File: src/rtl/button_press_ctrl_if.sv
// Bundles the raw button inputs, the repeat-mode enable and all per-channel
// button event outputs of button_press_ctrl.
interface button_press_ctrl_if #(
  parameter int N_CH = 4
);
  logic [N_CH-1:0] button;
  logic            repeat_en;
  logic [N_CH-1:0] level;
  logic [N_CH-1:0] press_pulse;
  logic [N_CH-1:0] short_pulse;
  logic [N_CH-1:0] long_pulse;
  logic [N_CH-1:0] longpush;
  logic [N_CH-1:0] repeat_pulse;

  modport master (
    output button, repeat_en,
    input  level, press_pulse, short_pulse, long_pulse, longpush, repeat_pulse
  );

  modport slave (
    input  button, repeat_en,
    output level, press_pulse, short_pulse, long_pulse, longpush, repeat_pulse
  );
endinterface

File: src/rtl/button_press_ctrl.sv
// Per-channel button conditioner: 2-flop synchroniser, debounce, and a
// short/long/auto-repeat press classifier. All outputs are registered.
module button_press_ctrl #(
  parameter int N_CH          = 4,
  parameter int DEB_CYCLES    = 4,
  parameter int LONG_CYCLES   = 16,
  parameter int REPEAT_CYCLES = 8
) (
  input logic               clk,
  input logic               rst,
  button_press_ctrl_if.slave bus
);
  localparam int DW = (DEB_CYCLES > 1) ? $clog2(DEB_CYCLES) : 1;
  localparam int HW = (LONG_CYCLES > 1) ? $clog2(LONG_CYCLES) : 1;
  localparam int RW = (REPEAT_CYCLES > 1) ? $clog2(REPEAT_CYCLES) : 1;

  localparam logic [DW-1:0] DEB_LAST  = DW'(DEB_CYCLES - 1);
  localparam logic [HW-1:0] HOLD_LAST = HW'(LONG_CYCLES - 1);
  localparam logic [RW-1:0] REP_LAST  = RW'(REPEAT_CYCLES - 1);

  typedef enum logic [1:0] {IDLE, PRESSED, LONG} state_t;

  logic [N_CH-1:0] level_vec;
  logic [N_CH-1:0] press_vec;
  logic [N_CH-1:0] short_vec;
  logic [N_CH-1:0] long_vec;
  logic [N_CH-1:0] longpush_vec;
  logic [N_CH-1:0] repeat_vec;

  generate
    for (genvar gi = 0; gi < N_CH; gi++) begin : g_ch
      logic          sync1_reg, sync2_reg;
      logic          level_reg, level_next;
      logic [DW-1:0] deb_cnt_reg, deb_cnt_next;
      logic          accept, rise, fall;
      state_t        state_reg, state_next;
      logic [HW-1:0] hold_cnt_reg, hold_cnt_next;
      logic [RW-1:0] rep_cnt_reg, rep_cnt_next;
      logic          press_reg, press_next;
      logic          short_reg, short_next;
      logic          long_reg, long_next;
      logic          longpush_reg, longpush_next;
      logic          repeat_reg, repeat_next;

      always_ff @(posedge clk or posedge rst) begin
        if (rst) begin
          sync1_reg <= 1'b0;
          sync2_reg <= 1'b0;
        end else begin
          sync1_reg <= bus.button[gi];
          sync2_reg <= sync1_reg;
        end
      end

      // The FSM sees the level change on the same edge that commits it, so
      // press_pulse lines up with the rising edge of level.
      assign accept = (sync2_reg != level_reg) && (deb_cnt_reg == DEB_LAST);
      assign rise   = accept & sync2_reg;
      assign fall   = accept & ~sync2_reg;

      always_comb begin
        level_next   = level_reg;
        deb_cnt_next = '0;
        if (sync2_reg != level_reg) begin
          if (deb_cnt_reg == DEB_LAST) begin
            level_next = sync2_reg;
          end else begin
            deb_cnt_next = deb_cnt_reg + DW'(1);
          end
        end
      end

      always_comb begin
        state_next    = state_reg;
        hold_cnt_next = hold_cnt_reg;
        rep_cnt_next  = rep_cnt_reg;
        press_next    = 1'b0;
        short_next    = 1'b0;
        long_next     = 1'b0;
        repeat_next   = 1'b0;
        case (state_reg)
          IDLE: begin
            hold_cnt_next = '0;
            rep_cnt_next  = '0;
            if (rise) begin
              state_next = PRESSED;
              press_next = 1'b1;
            end
          end
          PRESSED: begin
            if (fall) begin
              state_next = IDLE;
              short_next = 1'b1;
            end else if (hold_cnt_reg == HOLD_LAST) begin
              state_next   = LONG;
              long_next    = 1'b1;
              rep_cnt_next = '0;
            end else begin
              hold_cnt_next = hold_cnt_reg + HW'(1);
            end
          end
          LONG: begin
            if (fall) begin
              state_next = IDLE;
            end else if (!bus.repeat_en) begin
              rep_cnt_next = '0;
            end else if (rep_cnt_reg == REP_LAST) begin
              rep_cnt_next = '0;
              repeat_next  = 1'b1;
            end else begin
              rep_cnt_next = rep_cnt_reg + RW'(1);
            end
          end
          default: state_next = IDLE;
        endcase
        longpush_next = (state_next == LONG);
      end

      always_ff @(posedge clk or posedge rst) begin
        if (rst) begin
          level_reg    <= 1'b0;
          deb_cnt_reg  <= '0;
          state_reg    <= IDLE;
          hold_cnt_reg <= '0;
          rep_cnt_reg  <= '0;
          press_reg    <= 1'b0;
          short_reg    <= 1'b0;
          long_reg     <= 1'b0;
          longpush_reg <= 1'b0;
          repeat_reg   <= 1'b0;
        end else begin
          level_reg    <= level_next;
          deb_cnt_reg  <= deb_cnt_next;
          state_reg    <= state_next;
          hold_cnt_reg <= hold_cnt_next;
          rep_cnt_reg  <= rep_cnt_next;
          press_reg    <= press_next;
          short_reg    <= short_next;
          long_reg     <= long_next;
          longpush_reg <= longpush_next;
          repeat_reg   <= repeat_next;
        end
      end

      assign level_vec[gi]    = level_reg;
      assign press_vec[gi]    = press_reg;
      assign short_vec[gi]    = short_reg;
      assign long_vec[gi]     = long_reg;
      assign longpush_vec[gi] = longpush_reg;
      assign repeat_vec[gi]   = repeat_reg;
    end
  endgenerate

  assign bus.level        = level_vec;
  assign bus.press_pulse  = press_vec;
  assign bus.short_pulse  = short_vec;
  assign bus.long_pulse   = long_vec;
  assign bus.longpush     = longpush_vec;
  assign bus.repeat_pulse = repeat_vec;
endmodule

File: src/flat_wrapper.sv
// flat-port wrapper written by rule: the top's interface ports become plain ports
module button_press_ctrl_flat 
#(
  parameter int N_CH          = 4,
  parameter int DEB_CYCLES    = 4,
  parameter int LONG_CYCLES   = 16,
  parameter int REPEAT_CYCLES = 8
)
  (clk, rst, bus_button, bus_repeat_en, bus_level, bus_press_pulse, bus_short_pulse, bus_long_pulse, bus_longpush, bus_repeat_pulse);
  button_press_ctrl_if #(.N_CH(N_CH)) bus_i ();
  input logic clk;
  input logic rst;
  input wire logic [$bits(bus_i.button)-1:0] bus_button;
  input wire logic [$bits(bus_i.repeat_en)-1:0] bus_repeat_en;
  output wire logic [$bits(bus_i.level)-1:0] bus_level;
  output wire logic [$bits(bus_i.press_pulse)-1:0] bus_press_pulse;
  output wire logic [$bits(bus_i.short_pulse)-1:0] bus_short_pulse;
  output wire logic [$bits(bus_i.long_pulse)-1:0] bus_long_pulse;
  output wire logic [$bits(bus_i.longpush)-1:0] bus_longpush;
  output wire logic [$bits(bus_i.repeat_pulse)-1:0] bus_repeat_pulse;
  assign bus_i.button = bus_button;
  assign bus_i.repeat_en = bus_repeat_en;
  assign bus_level = bus_i.level;
  assign bus_press_pulse = bus_i.press_pulse;
  assign bus_short_pulse = bus_i.short_pulse;
  assign bus_long_pulse = bus_i.long_pulse;
  assign bus_longpush = bus_i.longpush;
  assign bus_repeat_pulse = bus_i.repeat_pulse;
  button_press_ctrl #(.N_CH(N_CH), .DEB_CYCLES(DEB_CYCLES), .LONG_CYCLES(LONG_CYCLES), .REPEAT_CYCLES(REPEAT_CYCLES)) u_core (.clk(clk), .rst(rst), .bus(bus_i));
endmodule
File: config.mk
export PLATFORM = sky130hd
export DESIGN_NAME = button_press_ctrl_flat
export DESIGN_NICKNAME = d
export VERILOG_FILES = /design/src/rtl/button_press_ctrl_if.sv /design/src/rtl/button_press_ctrl.sv /design/src/flat_wrapper.sv
export SDC_FILE = /design/constraint.sdc
export NUM_CORES = 1
export LEC_CHECK = 0
export CAP_MARGIN = 40
export CORE_MARGIN = 1
export CORE_UTILIZATION = 46
export DETAILED_ROUTE_END_ITERATION = 6
export PLACE_DENSITY = 0.64
export SETUP_SLACK_MARGIN = 0.05
export SYNTH_ARGS = -nofsm -noshare
export SYNTH_HDL_FRONTEND = slang
export SYNTH_SLANG_ARGS = --single-unit
File: constraint.sdc
create_clock -name clk -period 6.5 [get_ports clk]
set_input_delay 1.95 -clock clk [delete_from_list [all_inputs] [get_ports clk]]
set_output_delay 1.95 -clock clk [all_outputs]
set_load 0.02 [all_outputs]
==> Word-level counts from Yosys, hierarchy flattened <==
Cells that the tools add are included.
Widths: inputs -> output; s select.
{ "op_classes": {"addsub": 12, "eq_ne": 44, "muxes": 108, "bitwise": 12, "reduce_logical": 28} }
{ "ops": {"columns": ["cell", "n"], "rows": [
  ["$mux 3", 20],
  ["$mux 2", 24],
  ["$mux 1", 44],
  ["$pmux 3 s3", 4],
  ["$mux 4", 8],
  ["$pmux 4 s2", 4],
  ["$eq 2x2->1 const B", 12],
  ["$ne 2x2->1 const B", 12],
  ["$pmux 2 s3", 4],
  ["$add 4x1->4 const B", 4],
  ["$eq 4x4->1 const B", 4],
  ["$reduce_and 4->1", 4],
  ["$add 3x1->3 const B", 4],
  ["$eq 3x3->1 const B", 4],
  ["$reduce_and 3->1", 4],
  ["$reduce_bool 3->1", 4],
  ["$add 2x1->2 const B", 4],
  ["$and 1x1->1", 8],
  ["$eq 2x1->1 const B", 4],
  ["$logic_not 2->1", 4],
  ["$ne 2x1->1 const B", 4],
  ["$reduce_and 2->1", 4],
  ["$reduce_bool 2->1", 4],
  ["$logic_and 1x1->1", 4],
  ["2 further kinds", 8]
]} }
{ "word_totals": {"regBits": 76, "in_bits": 7, "output_inout_bits": 24, "elab_cells": 252} }

==> Logic depth before layout (Yosys ltp) <==
{ "logic_depth": {"word_depth": 6, "ltp_mapped": 6, "depth_no_buf": 5} }

==> Least setup slack after synthesis <==
No wires, ideal clock.
{ "synth_path": {"path_type": "input port to flip-flop", "startpoint": "input bus_repeat_en", "endpoint": "register u_core.g_ch[3].rep_cnt_reg[0]", "setup_ps": 125, "arrival_time_ps": 2506, "required_ps": 6375, "path_slack_ps": 3868, "cell_stages": 3, "n_path_buf": 0, "cell_sequence": "and3_1 nor3b_1 mux2_4"} }
{ "synth_via": {"elab_chain_len": 3} }
{ "synth_rtl": {"columns": ["element", "line", "rtl"], "rows": [
  ["from (decl)", "flat_wrapper.sv:14", "input wire logic [$bits(bus_i.repeat_en)-1:0] bus_repeat_en;"],
  ["$mux 3", "button_press_ctrl.sv:105", "end else if (!bus.repeat_en) begin"],
  ["$mux 3", "button_press_ctrl.sv:103", "if (fall) begin"],
  ["$pmux 3 s3", "button_press_ctrl.sv:81", "case (state_reg)"],
  ["to (signal assigned)", "button_press_ctrl.sv:136", "rep_cnt_reg <= rep_cnt_next;"],
  ["to (decl)", "button_press_ctrl.sv:38", "logic [RW-1:0] rep_cnt_reg, rep_cnt_next;"]
]} }
No other way between the ends. The select of a mux whose other input is x is not followed.
A chain may end at the register's enable or synchronous reset.

==> Worst setup path after layout <==
{ "layout_path": {"startpoint": "register u_core.g_ch[3].level_reg", "endpoint": "output bus_level[3]"} }
{ "layout_rtl": {"columns": ["element", "line", "rtl"], "rows": [
  ["from (decl)", "button_press_ctrl.sv:33", "logic level_reg, level_next;"],
  ["from (signal assigned)", "button_press_ctrl.sv:132", "level_reg <= level_next;"],
  ["to (decl)", "flat_wrapper.sv:15", "output wire logic [$bits(bus_i.level)-1:0] bus_level;"]
]} }
No word-level cell between the ends.

==> impl_metrics.tcl <==
set metrics [dict create \
    status "finished, final reports clean" \
    p_clk_frac 0.269 \
    cts_setup_buffers 0 \
    hp-class "flop to flop" \
    final_nets 345 \
    first_iter_violations 76 \
    fin_worst_skew_ns 0.00549 \
    io_buffers 30 \
    grt_pass1_vias 1993 \
    min-delay-start "u_core.g_ch[1].sync1_reg" \
    finalInstanceArea_sq_um 3920 \
    ys_warn_count 0 \
    grt_max_degree 40 \
    clk_pin_slew_ns 0.07 \
    cts_resized 0 \
    final_util 0.535 \
    path_buf_inv 1 \
    fin_crit_sh 0.517 \
    power.internal_uw 863 \
    crit_type "flop to output port" \
    gp_congestion 0.804 \
    syn_to_final_growth_pct 11.2 \
    crit_family "buffers and inverters" \
    clock_sinks 76 \
    rsz0062_at_grt "false" \
    nFillCells 646 \
    relSlewSlack 0.475 \
    antenna_found_initial 0 \
    cts-root-buf "clkbuf_8" \
    netlist.area_leader.share 0.540 \
    synth-edff-count 0 \
    final_cells 425 \
    syn-num-nets 333 \
    wire_per_inst_um 12.4 \
    cts.path.max_buffers 2 \
    vias_per_cell 5.20 \
    drc_errors 0 \
    arrival_ns 1.41 \
    worstReg2RegEnd "u_core.g_ch[3].rep_cnt_reg[0]" \
    ys_types 56 \
    fmax_mhz 297 \
    grt.overflow.total 0 \
    async_reset_ff_frac 1.00 \
    drtAntennaViolNets 0 \
    synth_area_leaders "dfrtp_1, ha_1, buf_4" \
    worstMarginPinSlew_ns 0.786 \
    hold_violations 0 \
    regToRegStartpoint "u_core.g_ch[3].deb_cnt_reg[0]" \
    crit_chain "clkdlybuf4s50_1" \
    dp_hpwl_mm 3.56 \
    crit_slowest_cell "clkdlybuf4s50_1" \
    clock_latency_ns 0.34 \
    fin_crit_ns 3.36 \
    place_area_sq_um 3730 \
    reg2reg_setup_slack_ns 4.72 \
    cp_max_fo 6 \
    crit_path_end_kind "output port" \
    fp.dieArea_sq_um 8020 \
    ys.flop_type "dfrtp_1" \
    p_comb_frac 0.219 \
    track_usage 0.149 \
    p_switching_uw 385 \
    worst_setup_path_start_kind "flop" \
    cpPeakStageDelay_ns 0.64 \
    switching_share 0.309 \
    hold_end "u_core.g_ch[1].sync2_reg" \
    power_frac_seq 0.512 \
    grt_pass1_wl_mm 9.00 \
    dp_slack_ns 3.00 \
    num_io_pins 31 \
    max-vdd-ir-drop_mv 0.129 \
    power_leakage_uw 0.00187 \
    avgSynthCellArea_sq_um 11.4 \
    drive_above_1_share 0.107 \
    worstRegToRegCells 5 \
    cts_buffers 9 \
    diodes 0 \
    cts_tree "built" \
    tns_ns 0 \
    core_area_sq_um 7330 \
    syn_inst 310 \
    core.rowCount 31 \
    seq_area_frac_synth 0.540 \
    cts_htree_levels 3 \
    initial_core_util 0.481 \
    totalWireLength_mm 5.26 \
    holdBufCountCts 0 \
    fp.dieH_um 89.5 \
    hold_depth 0 \
    die_w_um 89.5 \
    finalSetupViolations 0 \
    crit_required_ns 4.55 \
    maxCapViolCount 0 \
    largest_reg_flops 16 \
    slew_viol_final 0 \
    power-per-cell-area_nw_per_um2 318 \
    yosys.area.top_type "dfrtp_1" \
    syn_area_sq_um 3520 \
    ys_seq_elements 76 \
    vias 2212 \
    place_inst 410 \
    setup_slack_ns 3.14 \
    firstDrtPassIters 4 \
]
## power groups by stage
stage	sequential [uW]	combinational (uW)	clock [uW]
finish	639	273	336
global placement	643	272	0
floorplan	614	246	0
global route	653	310	366
detailed placement	646	277	0
CTS	638	279	349
## how the worst max path moves through the flow
stage	start	to	slack [ns]	cells past startpoint
5_1_grt	u_core.g_ch[2].level_reg	bus_level[2]	3.07	1
4_1_cts	u_core.g_ch[2].level_reg	bus_level[2]	3.12	1
3_5_place_dp	rst	u_core.g_ch[1].hold_cnt_reg[1]	3.00	3
2_1_floorplan	rst	u_core.g_ch[0].deb_cnt_reg[0]	2.61	1
3_3_place_gp	rst	u_core.g_ch[1].hold_cnt_reg[0]	3.00	3
6_report	u_core.g_ch[3].level_reg	bus_level[3]	3.14	1
## worst register-to-register path, stage by stage, from the launching register on
cell,delay [ns]
dfrtp_1,0.39
ha_1,0.25
and3b_1,0.23
or3_4,0.39
o21ai_4,0.09
mux2_4,0.31
## kinds of logic after synthesis
| group | Yosys count | share of synthesized area |
|---|---|---|
| mux | 12 | 0.0412 |
| compound gates | 42 | 0.0923 |
| buf+inv | 44 | 0.0785 |
| xor+xnor | 4 | 0.00994 |
| fa+ha+maj | 16 | 0.0568 |
| flops | 76 | 0.540 |
| simple gates | 116 | 0.182 |
## metrics by stage
stage,total power (uW),hold slack [ns]
6_report,1250,0.349
2_1_floorplan,860,0.331
3_5_place_dp,923,0.335
3_3_place_gp,915,0.331
4_1_cts,1270,0.351
5_1_grt,1330,0.356
## layer usage
layer,wire length [um],share of wire,global-route usage,up-vias
li1,-,-,-,1092
met1,2560,0.49,0.200,1080
met2,2450,0.47,0.230,29
met3,130,0.025,0.0305,11
met4,119,0.023,0.0779,0
met5,0,0,0,-
## layout by cell type, fill, tap and decap left out, drive strengths merged, types with 14 or more instances in the layout
cell type	instances
nor2	22
clkbuf	14
dfrtp	76
nand2	24
nand3	16
clkdlybuf4s50	30
ha	16
inv	14
## synthesized netlist by cell type, types with 2 or more instances
library cell,n
a21boi_1,2
a21oi_1,7
a22o_1,2
a311oi_1,2
a31oi_1,3
and2_1,2
and3_1,4
and3_2,2
and3b_1,3
and4b_1,2
buf_2,2
buf_4,24
clkbuf_1,2
dfrtp_1,76
ha_1,16
inv_1,12
inv_2,2
mux2_2,3
mux2_4,4
mux2i_1,4
nand2_1,24
nand2b_1,3
nand3_1,16
nand3b_1,3
nand4_1,4
nor2_1,21
nor2b_1,7
nor3_1,8
nor3b_1,6
nor4_1,2
o21a_1,3
o21ai_0,2
o21ai_1,2
o21bai_1,4
o311ai_1,7
xnor2_1,4
## area by class of cell
class | count | area [sq um] | area share
clock buffers | 14 | 183 | 0.0466
clock inverters | 1 | 5.00 | 0.00128
well taps | 99 | 124 | 0.0316
flip-flops and latches | 76 | 1900 | 0.485
inverters | 14 | 52.6 | 0.0134
multi-input cells | 190 | 1350 | 0.343
repair buffers | 31 | 308 | 0.0785
(Power assumes the default switching activity.)
